==> config.mk <==
export PLATFORM = sky130hd
export DESIGN_NAME = load_store_unit
export DESIGN_NICKNAME = d
export VERILOG_FILES = /design/src/rtl/load_store_unit.sv
export SDC_FILE = /design/constraint.sdc
export NUM_CORES = 1
export LEC_CHECK = 0
export CAP_MARGIN = 20
export CORE_ASPECT_RATIO = 0.5
export CORE_MARGIN = 2
export CORE_UTILIZATION = 46
export DETAILED_ROUTE_END_ITERATION = 16
export PLACE_DENSITY_LB_ADDON = 0.2
export REMOVE_ABC_BUFFERS = 1
export SYNTH_ARGS = -nofsm -noshare
export SYNTH_HDL_FRONTEND = slang
export SYNTH_SLANG_ARGS = --single-unit
==> constraint.sdc <==
create_clock -name clk -period 3.17 [get_ports clk]
set_input_delay 0.317 -clock clk [delete_from_list [all_inputs] [get_ports clk]]
set_output_delay 0.317 -clock clk [all_outputs]
set_load 0.02 [all_outputs]
==> src/rtl/load_store_unit.sv <==
// ---------------------------------------------------------------------------
// load_store_unit
//
// Memory stage that sits directly after the ALU. The ALU result is the
// effective address and rs2 is the store data. One load or store is in flight
// at a time on a valid/ready data bus. Aligned, sign- or zero-extended load
// data (or a store acknowledge) goes back to writeback as a single-cycle pulse.
// Upstream is blocked whenever the unit is not idle.
//
// Configuration macro: MISALIGN_TRAP_EN
//   defined   : a misaligned half/word or size=11 faults without touching the
//               bus (resp_err=1, resp_data=address, resp_rd=0).
//   undefined : no fault; half ignores addr[0], word ignores addr[1:0] and
//               size=11 behaves as a word access.
//
// Handshakes: a transfer happens on any rising edge where valid and ready are
// both high. A valid, once raised, holds its payload stable until that edge.
// mem_rvalid needs no ready; it is honoured only while waiting for a response.
//
// Ports
//   clk, reset_n          clock, asynchronous active-low reset
//   req_valid/req_ready   execute-stage request handshake (ready == idle)
//   req_load/size/unsigned/addr/wdata/rd   request payload
//   flush                 squash the in-flight response; blocks new accepts
//   mem_valid/mem_ready   bus request handshake
//   mem_addr/we/wstrb/wdata   bus request payload (word address, lane data)
//   mem_rvalid/mem_rdata  bus response (read data or write ack)
//   resp_valid/rd/data/err    writeback result pulse
//   dbg_state             current FSM state (IDLE=0, REQ=1, WAIT=2, RESP=3)
// ---------------------------------------------------------------------------
module load_store_unit #(
    parameter int unsigned TIMEOUT_CYCLES = 64
) (
    input  logic        clk,
    input  logic        reset_n,
    input  logic        req_valid,
    output logic        req_ready,
    input  logic        req_load,
    input  logic [1:0]  req_size,
    input  logic        req_unsigned,
    input  logic [31:0] req_addr,
    input  logic [31:0] req_wdata,
    input  logic [4:0]  req_rd,
    input  logic        flush,
    output logic        mem_valid,
    input  logic        mem_ready,
    output logic [31:0] mem_addr,
    output logic        mem_we,
    output logic [3:0]  mem_wstrb,
    output logic [31:0] mem_wdata,
    input  logic        mem_rvalid,
    input  logic [31:0] mem_rdata,
    output logic        resp_valid,
    output logic [4:0]  resp_rd,
    output logic [31:0] resp_data,
    output logic        resp_err,
    output logic [1:0]  dbg_state
);

    typedef enum logic [1:0] {
        S_IDLE = 2'd0,
        S_REQ  = 2'd1,
        S_WAIT = 2'd2,
        S_RESP = 2'd3
    } state_t;

    localparam logic [7:0] CNT_LAST = 8'(TIMEOUT_CYCLES - 1);

    state_t      state_q, state_d;
    logic [31:0] addr_q, addr_d;
    logic [31:0] wdata_q, wdata_d;
    logic [31:0] result_q, result_d;
    logic        load_q, load_d;
    logic        uns_q, uns_d;
    logic        squash_q, squash_d;
    logic        err_q, err_d;
    logic [1:0]  size_q, size_d;
    logic [4:0]  rd_q, rd_d;
    logic [7:0]  cnt_q, cnt_d;

    logic        accept;
    logic        misalign;
    logic [3:0]  lane_strb;
    logic [31:0] lane_data;
    logic [1:0]  byte_sel;
    logic [31:0] shifted;
    logic [31:0] load_ext;

    assign accept = req_valid & req_ready & ~flush;

`ifdef MISALIGN_TRAP_EN
    assign misalign = (req_size == 2'b11)
                    | ((req_size == 2'b01) & req_addr[0])
                    | ((req_size == 2'b10) & (|req_addr[1:0]));
`else
    assign misalign = 1'b0;
`endif

    // Store lane steering from the latched op. Half accesses only look at
    // addr[1] so an odd half address lands on the lower/upper half-word.
    always_comb begin
        lane_strb = 4'hF;
        lane_data = wdata_q;
        case (size_q)
            2'b00: begin
                lane_strb = 4'b0001 << addr_q[1:0];
                lane_data = {4{wdata_q[7:0]}};
            end
            2'b01: begin
                lane_strb = 4'b0011 << {addr_q[1], 1'b0};
                lane_data = {2{wdata_q[15:0]}};
            end
            default: begin
                lane_strb = 4'hF;
                lane_data = wdata_q;
            end
        endcase
        if (load_q) begin
            lane_strb = 4'h0;
        end
    end

    // Load extraction: shift the addressed lane down to bit 0, then extend.
    always_comb begin
        byte_sel = (size_q == 2'b01) ? {addr_q[1], 1'b0} : addr_q[1:0];
        shifted  = mem_rdata >> {byte_sel, 3'b000};
        case (size_q)
            2'b00:   load_ext = uns_q ? {24'b0, shifted[7:0]}
                                      : {{24{shifted[7]}}, shifted[7:0]};
            2'b01:   load_ext = uns_q ? {16'b0, shifted[15:0]}
                                      : {{16{shifted[15]}}, shifted[15:0]};
            default: load_ext = mem_rdata;
        endcase
    end

    // Next-state logic.
    always_comb begin
        state_d  = state_q;
        addr_d   = addr_q;
        wdata_d  = wdata_q;
        result_d = result_q;
        load_d   = load_q;
        uns_d    = uns_q;
        squash_d = squash_q;
        err_d    = err_q;
        size_d   = size_q;
        rd_d     = rd_q;
        cnt_d    = cnt_q;
        case (state_q)
            S_IDLE: begin
                if (accept) begin
                    addr_d   = req_addr;
                    wdata_d  = req_wdata;
                    load_d   = req_load;
                    uns_d    = req_unsigned;
                    size_d   = req_size;
                    rd_d     = req_rd;
                    squash_d = 1'b0;
                    cnt_d    = 8'd0;
                    if (misalign) begin
                        // Fault without a bus access.
                        err_d    = 1'b1;
                        result_d = req_addr;
                        state_d  = S_RESP;
                    end else begin
                        err_d    = 1'b0;
                        result_d = 32'd0;
                        state_d  = S_REQ;
                    end
                end
            end
            S_REQ: begin
                if (flush) begin
                    squash_d = 1'b1;
                end
                if (mem_ready) begin
                    cnt_d   = 8'd0;
                    state_d = S_WAIT;
                end
            end
            S_WAIT: begin
                if (flush) begin
                    squash_d = 1'b1;
                end
                if (mem_rvalid) begin
                    err_d    = 1'b0;
                    result_d = load_q ? load_ext : 32'd0;
                    state_d  = S_RESP;
                end else if (cnt_q == CNT_LAST) begin
                    err_d    = 1'b1;
                    result_d = addr_q;
                    state_d  = S_RESP;
                end else begin
                    cnt_d = cnt_q + 8'd1;
                end
            end
            S_RESP: begin
                squash_d = 1'b0;
                state_d  = S_IDLE;
            end
            default: begin
                state_d = S_IDLE;
            end
        endcase
    end

    always_ff @(posedge clk or negedge reset_n) begin
        if (!reset_n) begin
            state_q  <= S_IDLE;
            addr_q   <= 32'd0;
            wdata_q  <= 32'd0;
            result_q <= 32'd0;
            load_q   <= 1'b0;
            uns_q    <= 1'b0;
            squash_q <= 1'b0;
            err_q    <= 1'b0;
            size_q   <= 2'b00;
            rd_q     <= 5'd0;
            cnt_q    <= 8'd0;
        end else begin
            state_q  <= state_d;
            addr_q   <= addr_d;
            wdata_q  <= wdata_d;
            result_q <= result_d;
            load_q   <= load_d;
            uns_q    <= uns_d;
            squash_q <= squash_d;
            err_q    <= err_d;
            size_q   <= size_d;
            rd_q     <= rd_d;
            cnt_q    <= cnt_d;
        end
    end

    // Bus payload is only driven while requesting, so it reads as zero
    // everywhere else (including straight out of reset).
    assign req_ready  = (state_q == S_IDLE);
    assign mem_valid  = (state_q == S_REQ);
    assign mem_addr   = mem_valid ? {addr_q[31:2], 2'b00} : 32'd0;
    assign mem_we     = mem_valid & ~load_q;
    assign mem_wstrb  = mem_valid ? lane_strb : 4'h0;
    assign mem_wdata  = mem_valid ? lane_data : 32'd0;

    // A squashed op still walks through RESP, just without the pulse.
    assign resp_valid = (state_q == S_RESP) & ~squash_q;
    assign resp_err   = resp_valid & err_q;
    assign resp_data  = resp_valid ? result_q : 32'd0;
    assign resp_rd    = (resp_valid & load_q & ~err_q) ? rd_q : 5'd0;
    assign dbg_state  = state_q;

endmodule

==> results.ini <==
[global_routing]
grt_pass1_wl_mm=30.2
grt_usage=0.253
grt_pass1_vias=5849
antenna_found_initial=0
grt_start_max_net_pins=74
grt_overflow=0

[clocking]
clk_path_buf_depth=2
numCtsBuffers=17
clock-sinks=117
clkTransAtPathRegs_ns=0.06
cts-resized-gates=0
cts_tree=built
cts-root-buf=clkbuf_16
htree_levels=4
cts_hold_repair.buffers=1
clock_latency_ns=0.41
cts_setup_buffers=0

[synthesis]
synth_top_area_cell=dfrtp_1
seq_area_frac_synth=0.448
synth_area_leaders=dfrtp_1, mux2_2, and2_1
synthCells=626
synth_ff_type=dfrtp_1
syn_area_per_cell_um2=10.4
ys_seq_elements=117
async_flop_share=1.00
synth_area_mm2=0.00654
synth_top_area_frac=0.448
yosysWarnings=0
synth_edf_count=0
yosysMostFrequentCell=dfrtp_1
synthTopCellsByCount=dfrtp_1, and2_1, mux2_2, nand2_1, clkbuf_1
synth.distinct_cells=54

[setup_path]
critPathKind=flop to output pin
r2r_slack_ns=0.53
critPathCaptureType=output pin
startpoint_type=flop
reg2reg_depth=8
cp.arrival_ns=2.55
reg2reg_from=dbg_state[0]$_DFFE_PN0P_
critPathRequiredTime_ns=2.85
r2r-end=result_q[5]$_DFFE_PN0P_
crit_path_max_fanout=34

[final_layout]
layout.nets=957
syn2layout_area_growth_pct=46.8
fill_cells=1026
final_core_util=0.700
drive_gt1_frac=0.171
layout.cells.non_filler=1045
final_area_mm2=0.00959
diodes=0

[drt]
first_pass_iters=6
num_vias=5717
final_antenna_net_count=0
drc=0
avgViaCountPerCell=5.47
routed_wl_mm=18.9
drt_iter0_drc=394
post_drt_wl_per_cell_um=18.1

[floorplan]
row_count=30
io_pins=223
fp.dieW_um=173
initial_core_util=0.477
core_mm2=0.0137
die_h_um=88.3
die_area_mm2=0.0152

[placement]
placed_cells=1012
port_buffers=220
placed_cell_area_mm2=0.00896
place_hpwl_mm=13.3
gp_congestion=0.855

[run]
maxCapViolCount=0

[sta]
fin_skew_ns=0.00838
rsz0062_at_grt=false
report.final.hold_viol_count=0
finalSetupViolCount=0
period_minus_slack_ns=2.87
max_freq_ghz=0.348
setup_tns_ns=0
drv_slew=0
slew_headroom=0.340
worst_pin_slew_ns=0.990
period_share=0.906

[status]
status=complete, no violations

[power_and_ir_drop]
vdd_ir_drop_max_mv=0.611
p_per_area_mw_per_mm2=904
leakage_nw=4.13
p_total_w=0.00867

[min_path]
holdCritPathClass=primary input to asynchronous set/reset pin

-- stage by stage --
step,setup WS [ns],hold WS (ns)
2_1_floorplan,-1.64,0.0214
3_5_place_dp,0.615,0.377
4_1_cts,0.268,0.488
5_1_grt,0.121,0.501
6_report,0.298,0.460
3_3_place_gp,0.743,0.378
-- cells by family after synthesis --
logic type | Yosys count | share of synthesized area
compound gates | 125 | 0.143
xor+xnor | 1 | 0.00134
fa+ha+maj | 6 | 0.0115
buf+inv | 59 | 0.0371
flops | 117 | 0.448
mux | 113 | 0.190
other cells | 1 | 0.000574
simple gates | 204 | 0.169
-- layout make-up --
cell class / instances / area [um2] / area share
Sequential cell: 117 / 2930 / 0.305
Clock inverter: 8 / 120 / 0.0125
Inverter: 12 / 45.0 / 0.00469
Clock buffer: 24 / 502 / 0.0523
Tap cell: 192 / 240 / 0.0250
Timing Repair Buffer: 241 / 2360 / 0.246
Multi-Input combinational cell: 451 / 3400 / 0.354
-- layer usage --
layer,wire (um),global-route usage,vias up
met5,0,0,-
met4,270,0.0793,0
met3,1080,0.0610,24
met2,9130,0.431,189
met1,8400,0.327,2836
li1,-,-,2668
-- state kept, by name, summed over array words and instances, names as in the netlist --
name       cells
rd_q           5
uns_q          1
cnt_q          8
addr_q        32
wdata_q       32
load_q         1
size_q         2
result_q      32
dbg_state      2
err_q          1
squash_q       1
-- worst max-delay path, cell delays in order (launching register included) --
cell and delay [ns]:
dfrtp_1 0.34, buf_4 0.24, clkinv_1 0.14, buf_4 0.26, nand2_1 0.28, nand2_1 0.14
a21oi_1 0.13, clkdlybuf4s50_1 0.61
-- power by group --
group | internal [W] | switching [W]
sequential | 0.00217 | 0.000516
combinational | 0.00193 | 0.00202
clock | 0.00134 | 0.000695
total | 0.00544 | 0.00323
-- worst max path at each step --
stage / slack [ns] / cells past startpoint / endpoint / startpoint
6_report: 0.30 / 7 / mem_wstrb[0] / size_q[1]$_DFFE_PN0P_
3_3_place_gp: 0.74 / 8 / result_q[15]$_DFFE_PN0P_ / dbg_state[0]$_DFFE_PN0P_
2_1_floorplan: -1.64 / 7 / result_q[16]$_DFFE_PN0P_ / dbg_state[0]$_DFFE_PN0P_
4_1_cts: 0.27 / 5 / mem_wdata[10] / dbg_state[1]$_DFFE_PN0P_
3_5_place_dp: 0.62 / 7 / result_q[12]$_DFFE_PN0P_ / dbg_state[0]$_DFFE_PN0P_
5_1_grt: 0.12 / 6 / resp_rd[2] / dbg_state[0]$_DFFE_PN0P_
-- layout by cell type (no fill, tap or decap), drive strengths merged, types with 8 or more instances in the layout --
master,netlist,routed
a21oi,14,14
nor2b,12,12
o211a,8,8
and2,77,77
o21ai,31,31
a221o,16,16
a22oi,15,15
buf,9,21
mux2i,35,35
nor2,28,28
clkbuf,38,24
mux2,77,77
inv,12,11
dfrtp,117,117
clkdlybuf4s50,0,219
a21boi,8,8
nor3,16,16
nand2,42,42
(Power assumes the default switching activity.)
